`src/rtl/cordic_ctrl.sv`:
```
// Sequencer for the iterative CORDIC datapath: start-edge detection, operand snapshot,
// ITERS micro-rotation drive, result capture, and bus-readable status/results.
module cordic_ctrl #(
    parameter int ITERS = 16,
    parameter int IW    = 5
) (
    input  logic          clk,
    input  logic          rst_n,
    input  logic          start,
    input  logic [31:0]   x_in,
    input  logic [31:0]   y_in,
    input  logic [31:0]   z_in,
    output logic          core_load,
    output logic          core_en,
    output logic [IW-1:0] core_iter,
    output logic [31:0]   core_x0,
    output logic [31:0]   core_y0,
    output logic [31:0]   core_z0,
    input  logic [31:0]   core_x,
    input  logic [31:0]   core_y,
    input  logic [31:0]   core_z,
    input  logic [5:0]    bus_addr,
    input  logic          bus_rd,
    output logic [31:0]   bus_data_out,
    output logic          busy,
    output logic          done,
    output logic          irq
);

    typedef enum logic [2:0] {
        S_IDLE,
        S_LOAD,
        S_ITER,
        S_CAPTURE,
        S_DONE
    } state_t;

    localparam logic [IW-1:0] LAST_ITER = IW'(ITERS - 1);

    state_t        state;
    state_t        state_nx;
    logic          start_q;
    logic          start_edge;
    logic          start_op;
    logic          done_set;
    logic          overrun_set;
    logic          status_rd;
    logic          overrun;
    logic [IW-1:0] cnt;
    logic [31:0]   res_x;
    logic [31:0]   res_y;
    logic [31:0]   res_z;

    assign start_edge  = start & ~start_q;
    assign start_op    = start_edge & ((state == S_IDLE) | (state == S_DONE));
    assign done_set    = (state == S_CAPTURE);
    assign overrun_set = start_edge & busy;
    assign status_rd   = bus_rd & (bus_addr == 6'd4);

    always_ff @(posedge clk or negedge rst_n) begin
        if (!rst_n) state <= S_IDLE;
        else        state <= state_nx;
    end

    // NOTE: every output of this block gets a default first, so no path can infer a latch.
    always_comb begin
        state_nx  = state;
        core_load = 1'b0;
        core_en   = 1'b0;
        core_iter = '0;
        busy      = 1'b0;
        case (state)
            S_IDLE, S_DONE: if (start_edge) state_nx = S_LOAD;
            S_LOAD: begin
                core_load = 1'b1;
                busy      = 1'b1;
                state_nx  = S_ITER;
            end
            S_ITER: begin
                core_en   = 1'b1;
                core_iter = cnt;
                busy      = 1'b1;
                if (cnt == LAST_ITER) state_nx = S_CAPTURE;
            end
            S_CAPTURE: begin
                busy     = 1'b1;
                state_nx = S_DONE;
            end
            default: state_nx = S_IDLE;
        endcase
    end

    // NOTE: sequential state uses non-blocking assignments so all registers update together.
    always_ff @(posedge clk or negedge rst_n) begin
        if (!rst_n) begin
            start_q      <= 1'b0;
            cnt          <= '0;
            core_x0      <= '0;
            core_y0      <= '0;
            core_z0      <= '0;
            res_x        <= '0;
            res_y        <= '0;
            res_z        <= '0;
            done         <= 1'b0;
            irq          <= 1'b0;
            overrun      <= 1'b0;
            bus_data_out <= '0;
        end else begin
            start_q <= start;
            irq     <= done_set;

            if (start_op) begin
                core_x0 <= x_in;
                core_y0 <= y_in;
                core_z0 <= z_in;
            end

            if (state == S_LOAD)      cnt <= '0;
            else if (state == S_ITER) cnt <= (cnt == LAST_ITER) ? '0 : cnt + 1'b1;

            if (state == S_CAPTURE) begin
                res_x <= core_x;
                res_y <= core_y;
                res_z <= core_z;
            end

            // A set in the same cycle as a read-clear takes priority.
            if (done_set)                    done <= 1'b1;
            else if (status_rd || start_op)  done <= 1'b0;

            if (overrun_set)    overrun <= 1'b1;
            else if (status_rd) overrun <= 1'b0;

            if (bus_rd) begin
                case (bus_addr)
                    6'd4:    bus_data_out <= {29'b0, overrun, done, busy};
                    6'd5:    bus_data_out <= res_x;
                    6'd6:    bus_data_out <= res_y;
                    6'd7:    bus_data_out <= res_z;
                    default: bus_data_out <= '0;
                endcase
            end
        end
    end

endmodule

```
`config.mk`:
```
export PLATFORM = sky130hd
export DESIGN_NAME = cordic_ctrl
export DESIGN_NICKNAME = d
export VERILOG_FILES = /design/src/rtl/cordic_ctrl.sv
export SDC_FILE = /design/constraint.sdc
export NUM_CORES = 1
export LEC_CHECK = 0
export ABC_CLOCK_PERIOD_IN_PS = 2300
export CORE_UTILIZATION = 45
export DETAILED_ROUTE_END_ITERATION = 8
export PLACE_DENSITY = 0.79
export SLEW_MARGIN = 15
export SYNTH_ARGS = -nofsm -noshare
export SYNTH_HDL_FRONTEND = slang
export SYNTH_SLANG_ARGS = --single-unit
```
`constraint.sdc`:
```
create_clock -name clk -period 2.3 [get_ports clk]
set_clock_uncertainty 0.2 [all_clocks]
set_input_delay 0.69 -clock clk [delete_from_list [all_inputs] [get_ports clk]]
set_output_delay 0.69 -clock clk [all_outputs]
set_load 0.01 [all_outputs]
```
## Word-level counts from Yosys, hierarchy flattened

Cells that the tools add are included.

- Add/subtract/negate cells: 1
- Reduce and logical (&&, ||, !) cells: 8
- Multiplexer cells: 15
- Bitwise logic cells: 6
- Equal/unequal tests: 11

Operators by type and width:

| cell | count |
|---|---|
| $pmux W32 S4 | 1 |
| $eq A6 B3 Y1 const B | 4 |
| $mux W5 | 4 |
| $pmux W3 S4 | 1 |
| $mux W1 | 7 |
| $eq A3 B2 Y1 const B | 2 |
| $mux W3 | 2 |
| $reduce_bool A2 Y1 | 3 |
| $add A5 B1 Y5 const B | 1 |
| $eq A5 B4 Y1 const B | 1 |
| $and A1 B1 Y1 | 4 |
| $ne A2 B2 Y1 const B | 2 |
| $eq A3 B1 Y1 const B | 1 |
| $eq A3 B3 Y1 const B | 1 |
| $logic_not A3 Y1 | 1 |
| $reduce_or A3 Y1 | 1 |
| $reduce_and A2 Y1 | 1 |
| $reduce_or A2 Y1 | 1 |
| $logic_or A1 B1 Y1 | 1 |
| $not A1 Y1 | 1 |
| $or A1 B1 Y1 | 1 |

- Output and inout bits: 138
- Logic and storage cells: 54
- Input bits: 202
- Register bits: 236

## Depth between registers and ports, before layout

Gate-level depths: netlist of run 1.

- Depth after elaboration: 6
- Depth in mapped cells: 7
- Gate-level depth less buffers: 5

## Least setup slack after synthesis of run 1

No wires, ideal clock.

- Path type: register to output
- From: register state[0]
- To: output core_iter[0]
- Setup slack: 0.135 ns
- Data required time: 1.410 ns
- Cell stages (with the launch flop): 5
- Path buffers: 1
- Data arrival time: 1.275 ns
- Cells stage by stage: dfrtp_1 -> or3b_1 -> inv_1 -> buf_2 -> and2_1

- Longest elaborated chain between the ends: 2

Ends and longest elaborated chain:

| element | RTL line | source |
|---|---|---|
| from (decl) | 40 | `state_t state;` |
| from (signal assigned) | 62 | `else state <= state_nx;` |
| $eq A3 B2 Y1 | 72 | `case (state)` |
| $mux W5 | 72 |  |
| to (decl) | 15 | `output logic [IW-1:0] core_iter,` |

Every way passes these cells.

## Worst setup path in the final report of run 1

- From: register state[2]
- To: output core_iter[4]

Same word-level chain as after synthesis.

==> reports/qor.yml, run 1 <==
gp_congestion: 0.811
overflow: 0
seqPwrFrac_pct: 40.4
tightest_slew_ns: 0.461
yosys_warnings: 0
fin_crit_sh_pct: 110
yosys_most_used_dff: "dfrtp_1"
combPwrFrac_pct: 33.5
startpoint_type: "flip-flop"
crit_path_end_kind: "primary output"
slew_violations: 0
synth_cell_types: 40
die_h_um: 147
run_status: "finished with violations"
hold_violations: 0
drcViolationCount: 0
wl_um: 26200
ys_seq_area_share_pct: 62.0
grt_max_degree: 99
syn_to_final_growth_pct: 52.5
maxCapViolations: 0
die_w_um: 147
vias: 7486
crit_chain: "or3b_4 > inv_4 > and2_1 > buf_6"
violations: "setup timing"
wl_per_cell_um: 17.7
clkLatencyLatePin_ns: 0.51
synth_edf_count: 0
final_cell_mix: "nand2_1, dfrtp_1, clkdlybuf4s50_1, dlygate4sd2_1, mux2_2"
antenna_found_initial: 2
critPathSlowestCell: "or3b_4"
crit_family: "simple AND/OR/NAND/NOR gates"
clk_pin_slew_ns: 0.06
crit_path_end: "core_iter[4]"
clock-root-buffer: "clkbuf_16"
final_core_util_pct: 70.8
startpoint: "state[2]"
rsz0062_at_grt: "yes"
grtUsageTotal_pct: 24.6
finalSetupViolations: 7
syn-num-nets: 1021
fp.coreArea_um2: 20500
ioPinCount: 340
cp_num_buf_inv: 2
synth_top_area_share_pct: 62.0
cp.required_ns: 1.41
clockBufferDepth: 3
clock_sinks: 236
grt_first_pass_wirelength_um: 42000
post-route-min-period_ns: 2.53
cts_buffers: 26
worst-path-stages: 4
max_freq_ghz: 0.395
drtPass1Iterations: 4
postSynth.asyncResetShare_pct: 100
dp_hpwl_um: 18600
switching_share_pct: 30.7
r2r_slack_ns: 0.38
postRouteAntennaNets: 0
vdd_drop_max_mv: 0.788
ctsHtreeMaxLevel: 1
synth-seq-cells: 236
layout_commonest_cell: "nand2_1"
synthTopCellsByArea: "dfrtp_1, nand2_1, mux2_2"
cts_tree: "done"
synth_area_um2: 9520
p_sw_mw: 5.25
preCtsSetupSlack_ns: -0.362
cp_max_fo: 7
relSlewSlack_pct: 69.3
reg2reg_depth: 7
critPathKind: "flip-flop to primary output"
critPathArrivalTime_ns: 1.64
grt_pass1_vias: 7929
layout_setup_ws_ns: -0.230
drtIter0Drc: 301
power_density_nw_per_um2: 1180
io_buffer_count: 339
row_count: 52
pwr-share-clk_pct: 26.1
drive_gt1_share_pct: 18.5
initial_core_util_pct: 46.4
syn_avg_cell_area_um2: 11.6
syn-instance-count: 818
intPower_mw: 11.9
timing.rr.end: "res_z[6]"
fin_nets: 1398
slowest_delay_ns: 0.42
viasPerCell: 5.04
leakagePower_nw: 7.20
yosys.area.top_type: "dfrtp_1"
die_area_um2: 21700
r2r-start: "state[2]"
hold_path_class: "flip-flop to flip-flop"
fill_cells: 1550
synthesized netlist by cell type, drive strengths merged, types with 2 or more instances:
cell type  instances
a21bo              2
nand2            293
nor3              31
a21oi              3
nor2              10
mux2              98
a221o             27
inv                8
nand2b             2
and2               5
clkbuf            15
nand4              2
o22ai              2
dfrtp            236
nand3              3
or3b               2
a22o               2
o21ai              2
mux2i             32
buf               32
power by group through the flow:
stage / registers (mW) / clock network [mW] / logic, mW
detailed placement: 6.99 / 0 / 6.20
global placement: 6.89 / 0 / 6.06
floorplan: 7.25 / 0 / 2.48
global route: 7.15 / 4.73 / 6.27
finish: 6.92 / 4.47 / 5.73
CTS: 6.92 / 4.57 / 5.84
how the worst min path moves through the flow:
stage | start | to | slack [ns] | depth (start not counted)
5_1_grt | res_y[13] | res_y[13] | 0.29 | 2
2_1_floorplan | rst_n | bus_data_out[0] | 0.19 | 0
3_5_place_dp | res_y[13] | res_y[13] | 0.26 | 2
6_report | res_y[27] | res_y[27] | 0.27 | 2
4_1_cts | res_x[5] | bus_data_out[5] | 0.27 | 1
3_3_place_gp | res_x[0] | res_x[0] | 0.25 | 2
sequential cells by signal, indices dropped and copies added (netlist names), 3 cells and up:
register / count
bus_data_out: 32
res_z: 32
core_z0: 32
res_y: 32
core_y0: 32
cnt: 5
state: 3
core_x0: 32
res_x: 32
cell families (layout without fill, tap and decap cells):
logic type	count (synthesis)	count (layout)	share of synthesized area, %
buffers and inverters	55	450	2.98
muxes	131	131	15.2
other	0	2	0
and+or+nand+nor	351	351	15.5
adders and majority gates	1	1	0.131
DFF	236	236	62.0
AOI/OAI and AO/OA	44	44	4.13
cell type report:
type | count | area [um2] | area share (%)
timing repair buffer | 396 | 3930 | 27.1
clock inverter | 10 | 204 | 1.41
tap | 270 | 338 | 2.33
clock buffer | 36 | 729 | 5.03
inverter | 8 | 33.8 | 0.233
antenna | 2 | 5.00 | 0.0345
multi-input combinational | 527 | 3370 | 23.2
sequential | 236 | 5910 | 40.7
metrics by stage:
step | instances | setup TNS [ns] | cell area [um2] | hold WS (ns) | power, mW
after floorplan | 818 | 0 | 9520 | 0.194 | 9.73
after global routing | 1485 | -1.80 | 14500 | 0.289 | 18.2
after CTS | 1482 | -1.65 | 14400 | 0.273 | 17.3
after detailed placement | 1433 | -32.15 | 13600 | 0.261 | 13.2
after global placement | 1433 | -25.88 | 13600 | 0.254 | 12.9
final | 1485 | -1.49 | 14500 | 0.270 | 17.1
routing by layer:
metal	vias to the layer above	wire length [um]	global-route usage, %
met2	242	13000	42.1
met3	68	1280	4.07
met5	-	0	0
met1	3677	10900	31.0
li1	3499	-	-
met4	0	1090	10.5
worst min-delay path, delay by kind of cell (launching register included):
kind | cells | cell delay (ns)
DFF | 1 | 0.34
and+or+nand+nor | 2 | 0.10
repair_timing:
item,in CTS,in global routing
resized for setup,164,21
endpoints found under the hold margin,42,0
pin swaps,5,1
hold buffers,1,0
endpoints found under the setup margin,118,28
setup buffers,2,1
cloned,0,0
No activity file was read; power rests on OpenSTA's default activity.
==> run 2: changes to the inputs <==
Settings changed: CORE_MARGIN from default to 5.
==> reports/qor.yml, run 2 (synthesis results as in run 1) <==
final_cell_mix: "nand2_1, dfrtp_1, clkdlybuf4s50_1, dlygate4sd2_1, mux2_2"  # unchanged
wl_per_cell_um: 18.5  # was 17.7 um
critPathKind: "flip-flop to primary output"  # unchanged
place_inst: 1444  # was 1433
row_count: 53  # was 52
intPower_mw: 11.8  # was 11.9 mW
seqPwrFrac_pct: 40.3  # was 40.4%
hold_violations: 0  # unchanged
clock_sinks: 236  # unchanged
initial_core_util_pct: 45.4  # was 46.4%
antenna_found_initial: 0  # was 2
met2_length_um: 14400  # was 13000 um
violations: "setup timing"  # unchanged
ioPinCount: 340  # unchanged
io_buffer_count: 339  # unchanged
run_status: "finished with violations"  # unchanged
crit_top_cell: "buf_6"
maxUsedRoutingLayer: "met4"  # unchanged
critPathArrivalTime_ns: 1.77  # was 1.64 ns
fin_nets: 1408  # was 1398
syn_to_final_growth_pct: 53.0  # was 52.5%
cp_max_fo: 4  # was 7
clockBufferDepth: 3  # unchanged
slowest_delay_ns: 0.43  # was 0.42 ns
drtIter0Drc: 333  # was 301
grtUsageTotal_pct: 22.5  # was 24.6%
max_freq_ghz: 0.376  # was 0.395 GHz
fp.coreArea_um2: 21000  # was 20500 um2
viasPerCell: 5.07  # was 5.04
vias: 7602  # was 7486
die_w_um: 155  # was 147 um
clk_pin_slew_ns: 0.05  # was 0.06 ns
p_sw_mw: 5.33  # was 5.25 mW
die_area_um2: 24200  # was 21700 um2
dp_hpwl_um: 20100  # was 18600 um
layout_setup_ws_ns: -0.361  # was -0.230 ns
ctsHtreeMaxLevel: 1  # unchanged
fin_crit_sh_pct: 116  # was 110%
wl_um: 27700  # was 26200 um
postRouteAntennaNets: 0  # unchanged
finalSetupViolations: 8  # was 7
pwr-share-clk_pct: 26.4  # was 26.1%
dr_wl_met3_um: 1580  # was 1280 um
leakagePower_nw: 7.09  # was 7.20 nW
post-route-min-period_ns: 2.66  # was 2.53 ns
fill_cells: 1557  # was 1550
worstHoldPathCells: 2  # unchanged
reg2reg_depth: 9  # was 7
grt_pass1_vias: 7955  # was 7929
clock-root-buffer: "clkbuf_16"  # unchanged
preCtsSetupSlack_ns: -0.327  # was -0.362 ns
die_h_um: 155  # was 147 um
cts_tree: "done"  # unchanged
gp_congestion: 0.845  # was 0.811
drtPass1Iterations: 5  # was 4
clkLatencyLatePin_ns: 0.52  # was 0.51 ns
grt_first_pass_wirelength_um: 43600  # was 42000 um
stdcell_count: 1499  # was 1485
switching_share_pct: 31.1  # was 30.7%
maxCapViolations: 0  # unchanged
overflow: 0  # unchanged
drive_gt1_share_pct: 19.4  # was 18.5%
cp.required_ns: 1.41  # about the same
startpoint_type: "flip-flop"  # unchanged
grt_max_degree: 99  # unchanged
hold_path_class: "flip-flop to flip-flop"  # unchanged
drcViolationCount: 0  # unchanged
vdd_drop_max_mv: 0.751  # was 0.788 mV
antennaDiodeCount: 0  # was 2
power_density_nw_per_um2: 1180  # about the same
crit_chain: "or3b_4 > inv_4 > buf_6 > and2_4 > buf_6"  # was or3b_4 > inv_4 > and2_1 > buf_6
crit_path_end_kind: "primary output"  # unchanged
relSlewSlack_pct: 67.7  # was 69.3%
rsz0062_at_grt: "yes"  # unchanged
critPathSlowestCell: "or3b_4"  # unchanged
combPwrFrac_pct: 33.3  # was 33.5%
cts_buffers: 26  # unchanged
slew_violations: 0  # unchanged
layout_commonest_cell: "nand2_1"  # unchanged
met1Wirelength_um: 10900  # about the same
tightest_slew_ns: 0.485  # was 0.461 ns
-- run 2: cell count changes in the layout (fill, tap and decap cells not counted), sizes merged --
cell / delta
buf: +10
dlymetal6s2s: -19
dlygate4sd2: +19
clkbuf: +2
bufinv: -1
clkinvlp: +1
inv: -1
diode: -2
-- run 2: path summary, 6_finish.rpt --
kind	slack, ns	from	endpoint
worst max-delay path	-0.36	state[2]	core_iter[0]
worst min-delay path	0.27	res_x[1]	res_x[1]
worst max register to register	0.39	state[2]	cnt[2]
worst min register to register	0.27	res_x[1]	res_x[1]
max in group asynchronous	0.76	rst_n	res_z[26]
min in group asynchronous	0.47	rst_n	res_z[19]
-- run 2: cell type report --
| class | instances | area (um2) | share of cell area (%) |
|---|---|---|---|
| flip-flops and latches | 236 | 5910 | 40.6 |
| repair buffers | 406 | 3960 | 27.2 |
| multi-input cells | 527 | 3370 | 23.1 |
| clock buffers | 38 | 766 | 5.26 |
| well taps | 275 | 344 | 2.36 |
| clock inverters | 9 | 188 | 1.29 |
| inverters | 8 | 33.8 | 0.232 |
-- run 2: stage by stage --
| step | instance area [um2] | power [mW] | TNS (ns) | hold slack (ns) | util [%] |
|---|---|---|---|---|---|
| after floorplan | 9520 | 9.73 | 0 | 0.194 | - |
| after global placement | 13700 | 13.0 | -22.92 | 0.254 | 65.2 |
| after detailed placement | 13700 | 13.2 | -26.73 | 0.262 | 65.2 |
| after CTS | 14500 | 17.3 | -1.99 | 0.276 | 69.3 |
| after global routing | 14600 | 18.2 | -2.57 | 0.289 | 69.5 |
| final | 14600 | 17.1 | -2.15 | 0.271 | 69.5 |
-- run 2: power groups by stage --
stage               Clock [mW]  Sequential [mW]  Combinational, mW
floorplan                    0             7.25               2.48
global placement             0             6.88               6.07
detailed placement           0             6.99               6.21
CTS                       4.63             6.91               5.75
global route              4.80             7.15               6.26
finish                    4.53             6.91               5.71
-- run 2: repair_timing --
| item | in CTS | in global routing |
|---|---|---|
| hold buffers | 1 | 0 |
| gates resized for setup | 178 | 6 |
| hold endpoints to repair | 37 | 0 |
| setup buffers | 4 | 3 |
| endpoints found under the setup margin | 137 | 9 |
| pin swaps | 3 | 0 |
-- run 2: worst max-delay path: cells and delay by family, from the launching register on --
kind | cells | cell delay [ns]
flops | 1 | 0.38
buf+inv | 3 | 0.30
simple gates | 2 | 0.58
-- run 2: routing by layer --
| layer | global-route usage, % | vias to the layer above |
|---|---|---|
| met4 | 6.21 | 0 |
| li1 | - | 3517 |
| met1 | 28.7 | 3790 |
| met5 | 0 | - |
| met3 | 4.26 | 52 |
| met2 | 39.3 | 243 |
